### config.mk
export PLATFORM = sky130hd
export DESIGN_NAME = custom_read
export DESIGN_NICKNAME = d
export VERILOG_FILES = /design/src/rtl/custom_read.sv
export SDC_FILE = /design/constraint.sdc
export NUM_CORES = 1
export LEC_CHECK = 0
export ABC_CLOCK_PERIOD_IN_PS = 8100
export CORE_MARGIN = 2
export CORE_UTILIZATION = 55
export DETAILED_ROUTE_END_ITERATION = 10
export MAX_ROUTING_LAYER = met4
export PLACE_DENSITY = 0.8
export RECOVER_POWER = 25
export SYNTH_ARGS = -nofsm -noshare
export SYNTH_HDL_FRONTEND = slang
export SYNTH_SLANG_ARGS = --single-unit
export TNS_END_PERCENT = 30
### constraint.sdc
create_clock -name clk -period 8.1 [get_ports clk]
set_input_delay 1.62 -clock clk [delete_from_list [all_inputs] [get_ports clk]]
set_output_delay 1.62 -clock clk [all_outputs]
set_load 0.1 [all_outputs]
### src/rtl/custom_read.sv
// Block reader: streams rd_len consecutive RAM words from rd_base_addr to a valid/ready consumer.
// Optional delivered-word check at CHECK_ADDR is built only when CUSTOM_READ_CHECK_EN is defined.
module custom_read #(
    parameter int                W_ADDR     = 12,
    parameter int                W_DATA     = 128,
    parameter int                RD_LAT     = 2,
    parameter int                FIFO_DEPTH = 4,
    parameter int                CHECK_ADDR = 5,
    parameter logic [W_DATA-1:0] CHECK_DATA = 128'hffffffff50
) (
    input  logic              clk,
    input  logic              custom_rst,
    input  logic              rd_start,
    input  logic [W_ADDR-1:0] rd_base_addr,
    input  logic [W_ADDR:0]   rd_len,
    output logic [W_ADDR-1:0] custom_rd_addr,
    output logic              custom_rden_b,
    input  logic [W_DATA-1:0] custom_rd_q,
    output logic [W_DATA-1:0] rd_data,
    output logic              rd_valid,
    input  logic              rd_ready,
    output logic              rd_busy,
    output logic              rd_done,
    output logic              check_fail,
    output logic              check_seen
);

    localparam int PW = (FIFO_DEPTH > 1) ? $clog2(FIFO_DEPTH) : 1;
    localparam int CW = $clog2(FIFO_DEPTH + 1);
    localparam int IW = $clog2(RD_LAT + 1);

    typedef enum logic [1:0] {IDLE, ISSUE, DRAIN} state_t;

    state_t            state;
    state_t            state_nxt;
    logic [W_ADDR-1:0] addr;
    logic [W_ADDR:0]   remaining;
    logic              zero_done;
    logic [RD_LAT-1:0] vld_sr;
    logic [IW-1:0]     inflight_cnt;
    logic [W_DATA-1:0] fifo_mem [FIFO_DEPTH];
    logic [PW-1:0]     wr_ptr;
    logic [PW-1:0]     rd_ptr;
    logic [CW-1:0]     fifo_cnt;
    logic              start_ok;
    logic              issue;
    logic              push;
    logic              pop;
    logic              drain_done;

    assign rd_busy        = (state != IDLE) || zero_done;
    assign start_ok       = rd_start && !rd_busy;
    assign push           = vld_sr[RD_LAT-1];
    assign rd_valid       = (fifo_cnt != '0);
    assign pop            = rd_valid && rd_ready;
    assign rd_data        = rd_valid ? fifo_mem[rd_ptr] : '0;
    assign custom_rd_addr = addr;
    assign custom_rden_b  = issue;
    assign rd_done        = zero_done || drain_done;

    always_ff @(posedge clk) begin
        if (custom_rst) begin
            state <= IDLE;
        end else begin
            state <= state_nxt;
        end
    end

    // Credits are the registered in-flight and FIFO counts, so a same-cycle pop never over-issues.
    always_comb begin
        state_nxt  = state;
        issue      = 1'b0;
        drain_done = 1'b0;
        case (state)
            IDLE: begin
                if (start_ok && rd_len != '0) state_nxt = ISSUE;
            end
            ISSUE: begin
                issue = (int'(inflight_cnt) + int'(fifo_cnt)) < FIFO_DEPTH;
                if (issue && remaining == (W_ADDR+1)'(1)) state_nxt = DRAIN;
            end
            DRAIN: begin
                drain_done = (inflight_cnt == '0) && (fifo_cnt == '0);
                if (drain_done) state_nxt = IDLE;
            end
            default: state_nxt = IDLE;
        endcase
    end

    always_ff @(posedge clk) begin
        if (custom_rst) begin
            addr      <= '0;
            remaining <= '0;
            zero_done <= 1'b0;
        end else begin
            zero_done <= start_ok && (rd_len == '0);
            if (start_ok && rd_len != '0) begin
                addr      <= rd_base_addr;
                remaining <= rd_len;
            end else if (issue) begin
                addr      <= addr + W_ADDR'(1);
                remaining <= remaining - (W_ADDR+1)'(1);
            end
        end
    end

    // One bit per issued read, arriving at the tail exactly when custom_rd_q holds that word.
    always_ff @(posedge clk) begin
        if (custom_rst) begin
            vld_sr       <= '0;
            inflight_cnt <= '0;
        end else begin
            vld_sr <= (vld_sr << 1) | RD_LAT'(issue);
            case ({issue, push})
                2'b10:   inflight_cnt <= inflight_cnt + IW'(1);
                2'b01:   inflight_cnt <= inflight_cnt - IW'(1);
                default: inflight_cnt <= inflight_cnt;
            endcase
        end
    end

    always_ff @(posedge clk) begin
        if (push) fifo_mem[wr_ptr] <= custom_rd_q;
    end

    always_ff @(posedge clk) begin
        if (custom_rst) begin
            wr_ptr   <= '0;
            rd_ptr   <= '0;
            fifo_cnt <= '0;
        end else begin
            if (push) wr_ptr <= (wr_ptr == PW'(FIFO_DEPTH - 1)) ? '0 : wr_ptr + PW'(1);
            if (pop)  rd_ptr <= (rd_ptr == PW'(FIFO_DEPTH - 1)) ? '0 : rd_ptr + PW'(1);
            case ({push, pop})
                2'b10:   fifo_cnt <= fifo_cnt + CW'(1);
                2'b01:   fifo_cnt <= fifo_cnt - CW'(1);
                default: fifo_cnt <= fifo_cnt;
            endcase
        end
    end

    logic unused_check_params;
    assign unused_check_params = ^{CHECK_DATA, W_ADDR'(CHECK_ADDR)};

`ifdef CUSTOM_READ_CHECK_EN
    logic [W_ADDR-1:0] chk_base;
    logic [W_ADDR-1:0] accepted_cnt;
    logic              seen_q;
    logic              fail_q;

    // Delivered-word address is reconstructed from the block base and the accept count.
    always_ff @(posedge clk) begin
        if (custom_rst) begin
            chk_base     <= '0;
            accepted_cnt <= '0;
            seen_q       <= 1'b0;
            fail_q       <= 1'b0;
        end else begin
            if (start_ok) begin
                chk_base     <= rd_base_addr;
                accepted_cnt <= '0;
            end else if (pop) begin
                accepted_cnt <= accepted_cnt + W_ADDR'(1);
            end
            if (pop && (chk_base + accepted_cnt) == W_ADDR'(CHECK_ADDR)) begin
                seen_q <= 1'b1;
                if (rd_data != CHECK_DATA) fail_q <= 1'b1;
            end
        end
    end

    assign check_seen = seen_q;
    assign check_fail = fail_q;
`else
    assign check_seen = 1'b0;
    assign check_fail = 1'b0;
`endif

endmodule

==> summary.md <==
| Metric | Value |
|---|---|
| Failing checks | capacitance limit, slew limit |
| Syn Std Cell Area | 21490 µm² |
| Clock Path Buffers | 3 |
| Vias per cell | 5.688 |
| Nets | 1561 |
| Wirelength, routed | 44630 µm |
| P_sw | around 2.5 mW |
| Period utilisation layout | 71.15% |
| Setup TNS | 0 ns |
| Largest net degree at the start of global routing | 76 |
| Post-CTS Hold Buffers | 0 |
| Clk Latency, worst-skew pair | about 0.6 ns |
| Rows | 72 |
| Clock share of power | approximately a third |
| Footprint of the multi-input gates | 5011 µm² |
| Die Area | 40660 µm² |
| Routed Antenna Nets | 0 |
| Post-Syn Instances | 1075 |
| Synth warn | 0 |
| Lkg Pwr | 8.521 nW |
| Core box area | 38650 µm² |
| Max-cap violations | 4 |
| Final min period | 5.763 ns |
| Flops & latches, synth | around 550 |
| Layout Skew | approximately 0.023 ns |
| Routed len/inst | between 20 and 25 µm |
| Critical setup path kind | register to output pin |
| Num CTS Buffers | 54 |
| Critical path launch point type | register |
| Vias in the first global route | around 12000 |
| Share of cells above drive strength 1 | 16.21% |
| Top cells by area, synth | edfxtp_1 72%, mux4_2 13%, and2_1 3.8% |
| Clock transition at the registers of the reported paths | 0.06 ns |
| Pint | a little over 5 mW |
| Max rail drop VDD | 0.2540 mV |
| Initial antenna violation count | 17 |
| DRC errors left | 0 |
| DR pass1 iterations | 5 |
| CP Capture Type | output pin |
| FILL cells | 2358 |
| Global route overflow | 0 |
| H-tree depth reported by CTS | 2 |
| Status | finished, violations left |
| Max-slew violations | 100 |
| Hpwl dp | 27160 µm |
| P per Cell Area | between 200 and 300 nW/µm² |
| Seq pwr share | 41.7% |
| Area growth, synth to finish | 25.01% |
| Cts repair resizes | 0 |
| Clock Sinks | 553 |
| Die Span Y | about 200 µm |
| Hold Vio Cnt, Final | 0 |
| CTS root buffer | clkbuf_16 |
| Switching share of power | 32.77% |
| RSZ-0062 raised after global routing | no |
| Synth cell types | 56 |
| Port Buffers | 300 |
| Yosys top cell area share | 71.56% |
| Slew headroom | -84.77% |
| Area leader, netlist | edfxtp_1 |
| Critical Path RT | 6.48 ns |
| Initial DRC Count | approximately 870 |
| Fmax | 173.5 MHz |
| Vias | 11220 |
| Setup Viol. Count Final | 0 |
| HP Class | register to register |
| Synth cell count leaders | 512 x edfxtp_1, 132 x and2_1, 128 x mux4_2 |
| Crit-path max FO | 75 |
| Async S/R FF share, synth | 0% |
| First-pass GRT wire length | approximately 68000 µm |
| Fin util | 69.50% |
| Gate power share | 25.8% |
| CTS tree | done |
| Area of all sequential standard cells | 16200 µm² |
| Number of synthesized flops with an enable pin | 512 |
| Synthesized area per cell | 19.99 µm² |
| Top FF cell, synth | edfxtp_1 |
| GP Congestion | between 0.8 and 0.9 |
| Sequential-to-total area share from yosys stat | about three quarters |
| Worst Path Arrival | 4.14 ns |
| Die width | ~200 µm |
| Total Routing Usage GR | 22.96% |
| Least-Margin Pin Slew | ~2.8 ns |
| Count leader, synth | edfxtp_1 |
| Post-CTS setup buffers | 0 |
| Initial Utilization | a little under three fifths |
| Num ports | 303 |
kinds of logic (layout without fill, tap and decap cells):
kind of cell	after synthesis	count (layout)	synth area share, %
adders and majority gates	12	12	0.7337
DFF	553	553	75.38
muxes	129	129	13.46
other	1	20	0.01745
AOI/OAI and AO/OA	56	56	1.899
xor gates and xnor gates	12	12	0.4892
and+or+nand+nor	245	245	6.703
buffers and inverters	67	428	1.316
area by class of cell:
class	count	share of cell area, %
clock buffer	76	5.530
sequential	553	60.33
timing repair buffer	314	11.62
clock inverter	25	1.099
inverter	13	0.1863
antenna	18	0.1677
tap	518	2.413
multi-input combinational	456	18.66
path summary, 6_finish.rpt:
check / start / endpoint / slack (ns) / cells after the start
setup / recovery: fifo_cnt[0] / rd_data[36] / 2.34 / 5
hold / removal: vld_sr[0] / vld_sr[1] / 0.46 / 1
setup reg to reg: wr_ptr[0] / fifo_mem[0][87] / 3.50 / 5
hold reg to reg: vld_sr[0] / vld_sr[1] / 0.46 / 1
power by group through the flow:
stage                     clock network, mW  registers (mW)  logic (mW)
final                                  2.50            3.22        1.99
after global routing                   2.66            3.23        2.06
after CTS                              2.55            3.22        2.01
after detailed placement                  0            3.28        2.00
after global placement                    0            3.28        1.98
after floorplan                           0            3.29        1.49
through the flow:
stage | hold slack, ns | instances | setup slack [ns] | cell area [µm²] | total power [mW]
after global routing | 0.4820 | 1970 | 2.067 | 26850 | 7.950
after CTS | 0.4576 | 1955 | 2.240 | 26820 | 7.780
after detailed placement | 0.4388 | 1854 | 2.906 | 25040 | 5.280
final | 0.4583 | 1973 | 2.337 | 26860 | 7.711
after floorplan | 0.4138 | 1076 | 4.014 | 21490 | 4.773
after global placement | 0.4319 | 1854 | 3.016 | 25040 | 5.261
critical path: stages (launching register included):
cell,delay (ns)
dfxtp_1,0.37
nor3_1,0.38
clkinv_2,0.89
buf_4,0.64
and2_1,0.23
clkdlybuf4s50_1,0.99
cell usage in the layout (no fill, tap or decap), types with 15 or more instances in the layout:
cell             netlist  final
nor2_1                32     32
dlygate4sd3_1          0     53
mux4_2               128    128
edfxtp_1             512    512
dfxtp_1               41     39
clkbuf_1              30     18
nand2_1               15     15
clkdlybuf4s50_1        0    247
a21oi_1               21     21
and2_1               132    128
clkbuf_16              0     55
diode_2                0     18
sequential cells by signal, summed over array words and instances (netlist names), named ones only:
signal          flops
remaining          13
rd_ptr              2
wr_ptr              2
inflight_cnt        2
state               2
custom_rd_addr     12
zero_done           1
fifo_cnt            3
vld_sr              2
fifo_mem          512
routing by layer:
layer | wire length, µm | track usage, %
met5 | 0 | -
met4 | 1159 | 8.088
met3 | 3166 | 5.588
met2 | 21440 | 35.22
met1 | 18860 | 30.48
Note: power is estimated with default switching activity, not from simulation.
